[config.mk]
export PLATFORM = sky130hd
export DESIGN_NAME = sorted_unloader
export DESIGN_NICKNAME = d
export VERILOG_FILES = /design/src/rtl/sorted_unloader.sv
export SDC_FILE = /design/constraint.sdc
export NUM_CORES = 1
export LEC_CHECK = 0
export CELL_PAD_IN_SITES_DETAIL_PLACEMENT = 0
export CELL_PAD_IN_SITES_GLOBAL_PLACEMENT = 1
export CORE_MARGIN = 2
export CORE_UTILIZATION = 41
export DETAILED_ROUTE_END_ITERATION = 7
export HOLD_SLACK_MARGIN = 0.03
export PLACE_DENSITY_LB_ADDON = 0.25
export SYNTH_ARGS = -nofsm -noshare
export SYNTH_HDL_FRONTEND = slang
export SYNTH_SLANG_ARGS = --single-unit
[constraint.sdc]
create_clock -name clk_i -period 2.1 [get_ports clk_i]
set_input_delay 0.42 -clock clk_i [delete_from_list [all_inputs] [get_ports clk_i]]
set_output_delay 0.42 -clock clk_i [all_outputs]
set_load 0.03 [all_outputs]
[src/rtl/sorted_unloader.sv]
// sorted_unloader: double-buffered serializer for sorted vectors.
// Define SORTED_UNLOADER_DESC_EN to emit largest word first.
module sorted_unloader #(
    parameter int NUMBER_WIDTH   = 10,
    parameter int NUMBERS_AMOUNT = 10
) (
    input  logic                                        clk_i,
    input  logic                                        rst_n_i,
    input  logic [NUMBERS_AMOUNT-1:0][NUMBER_WIDTH-1:0] data_i,
    input  logic                                        data_valid_i,
    output logic [NUMBER_WIDTH-1:0]                     data_o,
    output logic                                        data_valid_o,
    input  logic                                        data_ready_i,
    output logic                                        data_last_o,
    output logic                                        overflow_o,
    output logic [15:0]                                 drop_cnt_o
);

    localparam int IW = ($clog2(NUMBERS_AMOUNT) > 1) ? $clog2(NUMBERS_AMOUNT) : 1;

`ifdef SORTED_UNLOADER_DESC_EN
    localparam logic [IW-1:0] START = IW'(NUMBERS_AMOUNT - 1);
    localparam logic [IW-1:0] ENDI  = '0;
`else
    localparam logic [IW-1:0] START = '0;
    localparam logic [IW-1:0] ENDI  = IW'(NUMBERS_AMOUNT - 1);
`endif

    typedef enum logic {
        IDLE,
        STREAM
    } state_t;

    typedef logic [NUMBERS_AMOUNT-1:0][NUMBER_WIDTH-1:0] vec_t;

    state_t        state_q;
    state_t        state_d;
    vec_t          act_q;
    vec_t          pend_q;
    logic          act_full;
    logic          pend_full_q;
    logic [IW-1:0] idx_q;
    logic [IW-1:0] idx_step;
    logic          ovf_q;
    logic [15:0]   drop_q;

    logic          xfer;
    logic          last_xfer;
    logic          act_free;
    logic          load_act;
    logic          move_pend;
    logic          load_pend;
    logic          drop;

    // ACTIVE is full exactly while streaming
    assign act_full  = (state_q == STREAM);
    assign xfer      = data_valid_o & data_ready_i;
    assign last_xfer = xfer & (idx_q == ENDI);
    assign act_free  = ~act_full | last_xfer;
    assign move_pend = last_xfer & pend_full_q;
    assign load_act  = data_valid_i & act_free & ~pend_full_q;
    assign load_pend = data_valid_i & ~load_act & (~pend_full_q | move_pend);
    assign drop      = data_valid_i & ~load_act & ~load_pend;

`ifdef SORTED_UNLOADER_DESC_EN
    assign idx_step = idx_q - IW'(1);
`else
    assign idx_step = idx_q + IW'(1);
`endif

    // State register
    always_ff @(posedge clk_i or negedge rst_n_i) begin
        if (!rst_n_i) begin
            state_q <= IDLE;
        end else begin
            state_q <= state_d;
        end
    end

    // Next-state: leave STREAM only when nothing refills ACTIVE
    always_comb begin
        state_d = state_q;
        case (state_q)
            IDLE: begin
                if (load_act) begin
                    state_d = STREAM;
                end
            end
            STREAM: begin
                if (last_xfer && !move_pend && !load_act) begin
                    state_d = IDLE;
                end
            end
            default: state_d = IDLE;
        endcase
    end

    // Output decode: word select and last flag while streaming
    always_comb begin
        data_valid_o = 1'b0;
        data_last_o  = 1'b0;
        data_o       = '0;
        if (state_q == STREAM) begin
            data_valid_o = 1'b1;
            data_last_o  = (idx_q == ENDI);
            data_o       = act_q[idx_q];
        end
    end

    // ACTIVE vector: fresh input or promoted PENDING
    always_ff @(posedge clk_i or negedge rst_n_i) begin
        if (!rst_n_i) begin
            act_q <= '0;
        end else if (load_act) begin
            act_q <= data_i;
        end else if (move_pend) begin
            act_q <= pend_q;
        end
    end

    // PENDING vector and its full flag
    always_ff @(posedge clk_i or negedge rst_n_i) begin
        if (!rst_n_i) begin
            pend_q      <= '0;
            pend_full_q <= 1'b0;
        end else begin
            if (load_pend) begin
                pend_q <= data_i;
            end
            if (load_pend) begin
                pend_full_q <= 1'b1;
            end else if (move_pend) begin
                pend_full_q <= 1'b0;
            end
        end
    end

    // Word index: rewinds on every ACTIVE load, steps on transfer
    always_ff @(posedge clk_i or negedge rst_n_i) begin
        if (!rst_n_i) begin
            idx_q <= START;
        end else if (load_act || move_pend) begin
            idx_q <= START;
        end else if (xfer) begin
            idx_q <= idx_step;
        end
    end

    // Sticky overflow and saturating drop counter
    always_ff @(posedge clk_i or negedge rst_n_i) begin
        if (!rst_n_i) begin
            ovf_q  <= 1'b0;
            drop_q <= '0;
        end else if (drop) begin
            ovf_q <= 1'b1;
            if (drop_q != 16'hFFFF) begin
                drop_q <= drop_q + 16'd1;
            end
        end
    end

    assign overflow_o = ovf_q;
    assign drop_cnt_o = drop_q;

endmodule

==> qor.csv, run 1 <==
stage,metric,value,unit
run_status,outcome,"complete, but fails checks",
run_status,violations,setup timing,
logic_synthesis,ys_types,36,
setup_path,worstPathArrival,2270,ps
timing,timing.final.max_slew_violations,0,
logic_synthesis,yosys.area.top_type,dfrtp_1,
setup_path,worstRegToRegCells,10,
global_route,grt_max_degree,57,
logic_synthesis,synth_edf_count,0,
timing,slew_headroom,53.1,%
clock_tree,clockRootBuffer,clkbuf_16,
global_route,overflow,0,
floorplan,io_pins,133,
power,power_frac_comb,38.3,%
timing,worstMarginPinSlew,703,ps
floorplan,dieArea,25500,um^2
power,p_switching,5.93,mW
timing,rsz0062_at_grt,yes,
power,p_clk_share,22.7,%
placement,place.gp.congestion,0.816,
setup_path,crit_path_start_kind,flip-flop,
worst_hold_path,hp-class,input pin to asynchronous set/reset pin,
detailed_routing,num_vias,6896,
detailed_routing,remaining_drc_errors,0,
setup_path,rr_endpoint,pend_q[26],
timing,fin_hold_ws,420,ps
timing,finalCritPeriodShare,128,%
setup_path,critPathKind,flip-flop to output pin,
finish,drive_above_1_share,30.3,%
clock_tree,clock_path_buffers,3,
detailed_routing,wl_per_cell,22.4,um
clock_tree,cts_tree,built,
detailed_routing,routed_wl,27400,um
floorplan,die_h,160,um
timing,layout_setup_ws,-588,ps
clock_tree,clk_latency,530,ps
logic_synthesis,synthArstFlopShare,100,%
timing,finalHoldViolations,0,
power,power.density,1380,nW/um^2
logic_synthesis,synthFlopType,dfrtp_1,
logic_synthesis,synth_area_leaders,"dfrtp_1 56%, mux2_2 10%, a221o_1 10%",
detailed_routing,drt_iter0_markers,524,
placement,place_ws,-383,ps
logic_synthesis,synth_seq_cells,223,
power,seq_power_share,39.0,%
logic_synthesis,yosysMostFrequentCell,dfrtp_1,
clock_tree,cts_made_buffers,25,
power,peakVddDrop,0.582,mV
clock_tree,htreeDepth,1,
finish,fill_cells,1885,
run,drv_cap,0,
placement,hpwl,17000,um
logic_synthesis,ys_warn_count,0,
floorplan,start_util,42.0,%
power,power.internal,13.0,mW
finish,design_area,13700,um^2
floorplan,core_area,23600,um^2
logic_synthesis,synth_commonest_cells,"223 x dfrtp_1, 102 x and2_1, 100 x a221o_1",
finish,area_growth,38.2,%
global_route,grt_pass1_vias,7279,
floorplan,rows,56,
global_route,antenna_found_initial,0,
logic_synthesis,syn_inst,718,
global_route,grt_pass1_wl,42700,um
detailed_routing,ant_nets,0,
timing,setup_viol_count_final,200,
finish,nets,993,
finish,antenna_cells,0,
setup_path,r2r_slack,-260,ps
detailed_routing,viasPerCell,5.63,
power,p_leak,6.30,nW
setup_path,endpoint_kind,output pin,
floorplan,die_w,160,um
setup_path,required,1680,ps
logic_synthesis,yosysSeqAreaShare,56.3,%
detailed_routing,drt-pass1-iter-count,5,
setup_path,reg2reg_from,idx_q[0],
logic_synthesis,yosysTopAreaCellShare,56.3,%
logic_synthesis,synth_area_per_cell,13.8,um^2
setup_path,worstPathMaxFanout,5,
logic_synthesis,syn_nets,825,
placement,io_buffers,132,
timing,period_minus_slack,2690,ps
logic_synthesis,synth.cell_area,9920,um^2
global_route,grt_usage,21.1,%
clock_tree,clkTransAtPathRegs,60,ps
power,p_sw_share,31.3,%
timing,fmax,372,MHz
clock_tree,cts.sinks,223,
timing,clock-skew-final,21.1,ps
placement,placed_cell_area,12000,um^2
-- area by class of cell --
type	instances	area [um^2]	area share, %
Tap cell	319	399	2.91
Timing Repair Buffer	197	2410	17.6
Clock inverter	12	91.3	0.666
Multi-Input combinational cell	438	4500	32.8
Sequential cell	223	5580	40.7
Inverter	1	3.75	0.0274
Clock buffer	34	719	5.25
-- sequential cells by signal, summed over array words and instances, names as in the netlist --
name         cells
idx_q            4
pend_q         100
drop_cnt_o      16
overflow_o       1
pend_full_q      1
act_full         1
act_q          100
-- metrics by stage --
stage	cells	utilization, %	power [mW]	TNS, ps
2_1_floorplan	718	-	11.1	-1950
3_3_place_gp	1153	50.8	13.2	-54740
3_5_place_dp	1153	50.8	13.4	-66390
4_1_cts	1215	56.6	18.6	-10450
5_1_grt	1224	58.0	19.9	-48120
6_report	1224	58.0	19.0	-35870
-- worst max-delay path, stage by stage, from the launching register on --
cell and delay [ps]:
dfrtp_2 420, buf_6 120, buf_12 110, mux4_2 570
mux2i_4 210, o22ai_2 110, buf_6 180
-- logic make-up (layout without fill, tap and decap cells) --
group           Yosys count  count (layout)  synth area share (%)
compound gates          132             132                  12.4
xor+xnor                 18              18                  1.59
mux                     141             141                  18.0
buf+inv                  57             244                  2.54
flops                   223             223                  56.3
simple gates            144             144                  8.82
fa+ha+maj                 3               3                 0.378
-- cells in the final DEF (no fill, tap or decap), types with 4 or more instances in the layout --
| master | n |
|---|---|
| dfrtp_1 | 222 |
| nor3_1 | 5 |
| and2_1 | 98 |
| and2_4 | 4 |
| o22ai_2 | 10 |
| mux2i_2 | 8 |
| clkbuf_8 | 6 |
| mux2i_1 | 10 |
| nand2_1 | 6 |
| nand2b_1 | 4 |
| mux2_4 | 60 |
| xor2_1 | 4 |
| buf_12 | 23 |
| o2111ai_1 | 5 |
| dlymetal6s2s_1 | 10 |
| clkbuf_16 | 31 |
| a221o_1 | 100 |
| o211ai_1 | 6 |
| clkinv_2 | 9 |
| buf_16 | 7 |
| buf_4 | 23 |
| nand4_1 | 4 |
| buf_6 | 14 |
| clkdlybuf4s50_1 | 108 |
| mux2_2 | 41 |
| and3_1 | 5 |
| xnor2_1 | 14 |
| nand3_1 | 7 |
| mux4_2 | 20 |
-- how the worst max path moves through the flow --
stage | endpoint | start | slack, ps | depth (start not counted)
finish | data_o[1] | idx_q[0] | -590 | 6
global placement | pend_q[21] | data_ready_i | -290 | 7
detailed placement | idx_q[1] | data_ready_i | -380 | 6
global route | data_o[8] | idx_q[0] | -640 | 6
floorplan | pend_q[90] | idx_q[1] | -20 | 8
CTS | data_o[2] | idx_q[0] | -580 | 6
-- power by group through the flow --
stage	registers [mW]	logic (mW)	clock network [mW]
floorplan	7.07	4.00	0
global placement	7.26	5.90	0
detailed placement	7.36	6.07	0
CTS	7.34	6.85	4.38
global route	7.62	7.70	4.58
finish	7.40	7.26	4.30
-- routing by layer --
layer,up-vias,share of wire (%),GRT usage (%)
met5,-,0,0
met4,0,1.5,4.96
met3,24,4.9,3.28
met2,186,48,33.4
met1,3619,46,30.7
li1,3067,-,-
-- timing repair --
| item | CTS | global route |
|---|---|---|
| pin swaps | 0 | 1 |
| endpoints found under the setup margin | 193 | 121 |
| hold buffers | 1 | 0 |
| endpoints found under the hold margin | 50 | 0 |
| setup buffers | 7 | 7 |
| gates cloned | 8 | 7 |
| gates resized for setup | 76 | 62 |
Power figures use the tool's default switching activity.
==> run 2: changes to the inputs <==
clock period = 3.05 ns   (was 2.1 ns; I/O delays follow)
==> run 2 against run 1 <==
  * The flow now finishes without violations
  * Setup slack improved by 650 ps
  * Largest cell class unchanged
  * Power shrank 36%
  * Highest routed layer unchanged
  * Combinational power fell by 46%
  * Die area unchanged
  * Core utilization decreased by 5.0 points
  * Register-to-register slack better by 760 ps
  * Clock skew decreased by 14 ps
  * Count of clock-buffer cells in the layout up 3
  * Global-route usage down 1.6 points
==> qor.csv, run 2 (synthesized netlist as in run 1, its figures left out) <==
stage,metric,value,unit,change
finish,drive_above_1_share,22.5,%,-7.8 points
clock_tree,cts_made_buffers,26,,+4.0%
timing,finalCritPeriodShare,97.9,%,
floorplan,die_w,160,um,unchanged
setup_path,rr_endpoint,act_q[8],,
clock_tree,clock_path_buffers,3,,unchanged
worst_hold_path,hp-class,input pin to asynchronous set/reset pin,,
global_route,grt_pass1_vias,6952,,-4.5%
global_route,grt_usage,19.5,%,-1.6 points
clock_tree,cts_tree,built,,
placement,io_buffers,132,,unchanged
finish,nets,951,,-4.2%
global_route,overflow,0,,unchanged
clock_tree,cts.sinks,223,,unchanged
clock_tree,htreeDepth,1,,unchanged
timing,finalHoldViolations,0,,unchanged
setup_path,reg2reg_from,idx_q[1],,
timing,fin_hold_ws,50.3,ps,-370 ps
finish,fin_cells,1183,,-3.3%
timing,period_minus_slack,2980,ps,
timing,worstMarginPinSlew,617,ps,-86.8 ps
global_route,antenna_found_initial,0,,unchanged
detailed_routing,ant_nets,0,,unchanged
clock_tree,clk_latency,510,ps,-20 ps
timing,setup_tns,0,ps,+35870 ps
timing,setup_viol_count_final,0,,-100%
setup_path,critPathTopFamily,multiplexers,,
placement,place_ws,101,ps,+485 ps
clock_tree,clockRootBuffer,clkbuf_16,,
setup_path,crit_path_start_kind,flip-flop,,
finish,final_cell_mix,"222 x dfrtp_1, 120 x clkdlybuf4s50_1, 102 x and2_1, 100 x a221o_1, 92 x mux2_2",,
placement,placedCellCount,1133,,-1.7%
setup_path,crit_cells,5,,-1
floorplan,start_util,42.0,%,unchanged
floorplan,dieArea,25500,um^2,unchanged
detailed_routing,num_vias,6699,,-2.9%
finish,antenna_cells,0,,unchanged
detailed_routing,viasPerCell,5.66,,+0.51%
floorplan,die_h,160,um,unchanged
setup_path,cp_cell_sequence,buf_12 -> mux4_2 -> mux2i_1 -> o22ai_1 -> buf_4,,
power,peakVddDrop,0.510,mV,-12%
power,p_leak,5.46,nW,-13%
finish,fill_cells,2002,,+6.2%
finish,area_growth,26.3,%,
power,power,12.0,mW,-36%
timing,layout_setup_ws,65.5,ps,+653 ps
placement,place.gp.congestion,0.777,,-4.7%
placement,hpwl,16400,um,-3.7%
finish,design_area,12500,um^2,-8.6%
floorplan,core_area,23600,um^2,unchanged
timing,rsz0062_at_grt,no,,
detailed_routing,drt-pass1-iter-count,5,,unchanged
setup_path,crit_slowest_cell,dfrtp_1,,
setup_path,worstRegToRegCells,6,,-4
placement,placed_cell_area,11600,um^2,-2.8%
setup_path,worstPathArrival,2370,ps,+100 ps
power,power.density,962,nW/um^2,-30%
finish,layout_commonest_cell,dfrtp_1,,
setup_path,critPathKind,flip-flop to output pin,,
timing,timing.final.max_slew_violations,0,,unchanged
setup_path,cp_num_buf_inv,2,,-1
detailed_routing,drt_iter0_markers,396,,-24%
setup_path,worstPathMaxFanout,18,,+13
setup_path,required,2440,ps,+760 ps
global_route,grt_max_degree,105,,+84%
timing,fmax,335,MHz,
floorplan,rows,56,,unchanged
timing,clock-skew-final,7.39,ps,-13.7 ps
run,drv_cap,0,,unchanged
floorplan,io_pins,133,,unchanged
setup_path,max_stage_delay,580,ps,about the same
finish,final_util,53.0,%,-5.0 points
setup_path,crit_path_start,idx_q[1],,
clock_tree,clkTransAtPathRegs,60,ps,about the same
setup_path,r2r_slack,500,ps,+760 ps
clock_tree,cts_hold_repair.buffers,0,,-1
global_route,grt_pass1_wl,39800,um,-6.7%
run_status,outcome,finished clean,,
timing,slew_headroom,58.5,%,+5.4 points
detailed_routing,routed_wl,24800,um,-9.8%
detailed_routing,wl_per_cell,20.9,um,-6.7%
setup_path,endpoint_kind,output pin,,
detailed_routing,remaining_drc_errors,0,,unchanged
run 2: cell types whose count changed in the layout (fill, tap and decap cells not counted), sizes merged, moves of 2 or more:
cell and change:
buf -37, clkbuf -3, clkdlybuf4s50 +12, dlygate4sd2 -2
dlymetal6s2s -9
run 2: how the worst max path moves through the flow:
stage	end
2_1_floorplan	data_o[0]
3_3_place_gp	act_q[92]
3_5_place_dp	act_q[6]
4_1_cts	data_last_o
5_1_grt	data_o[9]
6_report	data_o[2]
run 2: timing repair:
item                       in CTS  in global routing
gates resized for setup         1                  1
setup buffers                   2                  0
setup endpoints to repair      10                  1
run 2: layout make-up:
| cell class | instances | area (um^2) | area share (%) |
|---|---|---|---|
| tap | 319 | 399 | 3.19 |
| sequential | 223 | 5580 | 44.6 |
| clock inverter | 11 | 83.8 | 0.669 |
| timing repair buffer | 154 | 1570 | 12.6 |
| inverter | 1 | 3.75 | 0.0300 |
| multi-input combinational | 438 | 4110 | 32.8 |
| clock buffer | 37 | 773 | 6.17 |
run 2: worst reg2reg max path, cell delays in order (launching register included):
cell,delay [ps]
dfrtp_1,580
inv_1,110
ha_1,270
a21boi_0,520
o21ba_4,210
buf_4,470
a221o_1,320
run 2: report_power, final:
part | total, mW | leakage [nW] | switching (mW) | internal (mW)
Sequential | 5.06 | 2.75 | 0.781 | 4.28
Combinational | 3.94 | 2.27 | 1.76 | 2.18
Clock | 3.04 | 0.434 | 1.20 | 1.84
run 2: layer usage:
layer	part of all wire [%]	routed length (um)	vias to the layer above	GRT usage, %
li1	-	-	3005	-
met1	46	11500	3492	28.2
met2	48	11800	170	31.1
met3	4.2	1050	32	2.97
met4	1.9	469	0	4.46
met5	0	0	-	0
==> run 3: changes to the inputs <==
RECOVER_POWER = 25   (was not set)
SLEW_MARGIN = 20   (was not set)
==> run 3 against run 2 <==
  * The flow now finishes with violations (capacitance limit, slew limit)
  * Wire length up 0.23%
  * Sequential share of layout area grew 0.13 points
  * Clock power hardly changed
  * Fmax is 0.43% higher
  * Highest routed layer unchanged
  * Power down 0.20%
  * Non-clock buffer count unchanged
  * Core utilization down 0.16 points
==> qor.csv, run 3 (synthesized netlist as in run 1, its figures left out) <==
stage,metric,value,unit,change
global_route,grt_max_degree,105,,unchanged
setup_path,crit_path_start_kind,flip-flop,,
floorplan,rows,56,,unchanged
clock_tree,cts_hold_repair.buffers,0,,unchanged
setup_path,endpoint_kind,output pin,,
finish,fin_cells,1183,,unchanged
global_route,grt_pass1_vias,6952,,unchanged
placement,place_ws,101,ps,unchanged
worst_hold_path,hp-class,flip-flop to flip-flop,,
floorplan,core_area,23600,um^2,unchanged
timing,finalHoldViolations,0,,unchanged
floorplan,dieArea,25500,um^2,unchanged
timing,setup_tns,0,ps,unchanged
detailed_routing,viasPerCell,5.65,,-0.19%
clock_tree,clock_path_buffers,3,,unchanged
timing,worstMarginPinSlew,1900,ps,+1280 ps
finish,area_growth,25.9,%,
setup_path,required,2440,ps,about the same
run,drv_cap,1,,+1
detailed_routing,remaining_drc_errors,0,,unchanged
placement,place.gp.congestion,0.777,,unchanged
global_route,grt_usage,19.5,%,unchanged
setup_path,worstPathMaxFanout,18,,unchanged
clock_tree,cts_made_buffers,26,,unchanged
clock_tree,clkTransAtPathRegs,60,ps,about the same
timing,clock-skew-final,6.70,ps,-0.684 ps
detailed_routing,wl_per_cell,21.0,um,+0.23%
clock_tree,clk_latency,510,ps,about the same
finish,layout_commonest_cell,dfrtp_1,,
timing,slew_headroom,-26.6,%,-85 points
global_route,antenna_found_initial,0,,unchanged
finish,nets,951,,unchanged
finish,antenna_cells,0,,unchanged
timing,setup_viol_count_final,0,,unchanged
floorplan,io_pins,133,,unchanged
detailed_routing,num_vias,6686,,-0.19%
setup_path,worstPathArrival,2360,ps,about the same
timing,layout_setup_ws,78.3,ps,+12.9 ps
power,peakVddDrop,0.510,mV,about the same
detailed_routing,drt-pass1-iter-count,4,,-1
timing,period_minus_slack,2970,ps,-12.9 ps
global_route,overflow,0,,unchanged
timing,rsz0062_at_grt,no,,
setup_path,r2r_slack,500,ps,about the same
detailed_routing,routed_wl,24800,um,+0.23%
finish,design_area,12500,um^2,-0.30%
clock_tree,cts_tree,built,,
timing,timing.final.max_slew_violations,77,,+77
power,power.density,963,nW/um^2,about the same
finish,drive_above_1_share,22.5,%,unchanged
placement,placed_cell_area,11600,um^2,unchanged
finish,fill_cells,2006,,+0.20%
floorplan,start_util,42.0,%,unchanged
clock_tree,htreeDepth,1,,unchanged
floorplan,die_h,160,um,unchanged
floorplan,die_w,160,um,unchanged
run_status,outcome,"complete, but fails checks",,
detailed_routing,drt_iter0_markers,408,,+3.0%
setup_path,critPathKind,flip-flop to output pin,,
clock_tree,clockRootBuffer,clkbuf_16,,
timing,finalCritPeriodShare,97.4,%,-0.42 points
placement,io_buffers,132,,unchanged
global_route,grt_pass1_wl,39800,um,unchanged
timing,fmax,337,MHz,+0.43%
finish,final_cell_mix,"222 x dfrtp_1, 120 x clkdlybuf4s50_1, 102 x and2_1, 100 x a221o_1, 92 x mux2_2",,
placement,placedCellCount,1133,,unchanged
power,p_leak,5.44,nW,-0.24%
detailed_routing,ant_nets,0,,unchanged
clock_tree,cts.sinks,223,,unchanged
placement,hpwl,16400,um,unchanged
run_status,violations,"capacitance limit, slew limit",,
[run 3: power breakdown]
group / switching, mW / internal [mW] / leakage [nW] / total (mW)
Clock: 1.19 / 1.84 / 0.434 / 3.03
Combinational: 1.74 / 2.18 / 2.26 / 3.92
Sequential: 0.783 / 4.28 / 2.75 / 5.07
[run 3: metal layers]
metal | up-vias | global-route usage (%) | routed length, um | share of wire [%]
li1 | 3000 | - | - | -
met1 | 3489 | 28.2 | 11300 | 45
met2 | 165 | 31.1 | 11800 | 48
met3 | 32 | 2.97 | 1270 | 5.1
met4 | 0 | 4.46 | 469 | 1.9
met5 | - | 0 | 0 | 0
[run 3: critical path: stages (launching register included)]
cell and delay (ps):
dfrtp_1 590, buf_12 230, mux4_2 360, mux2i_1 310, o22ai_1 140, buf_4 200
[run 3: through the flow]
step	total power, mW	utilization (%)	hold slack (ps)
global route	12.7	52.9	497
detailed placement	9.04	49.3	473
global placement	8.83	49.3	465
finish	12.0	52.9	482
floorplan	7.50	-	314
CTS	12.2	53.0	87.5
[run 3: repair_timing]
item,CTS,global route
buffers inserted,2,0
endpoints found under the setup margin,10,1
resized for setup,1,1
pin swaps,0,0
[run 3: area by class of cell]
class	instances	area, um^2	share of cell area (%)
repair buffers	154	1540	12.3
multi-input cells	438	4110	32.9
flip-flops and latches	223	5580	44.7
clock inverters	11	83.8	0.671
clock buffers	37	773	6.19
well taps	319	399	3.20
inverters	1	3.75	0.0301
[run 3: worst paths after layout]
| path | from | to | depth (start not counted) |
|---|---|---|---|
| worst max-delay path | idx_q[1] | data_o[2] | 5 |
| worst min-delay path | pend_q[93] | pend_q[93] | 1 |
| worst max register to register | idx_q[1] | act_q[8] | 6 |
| worst min register to register | pend_q[93] | pend_q[93] | 1 |
| max in group asynchronous | rst_n_i | pend_q[64] | 2 |
| min in group asynchronous | rst_n_i | pend_q[7] | 1 |
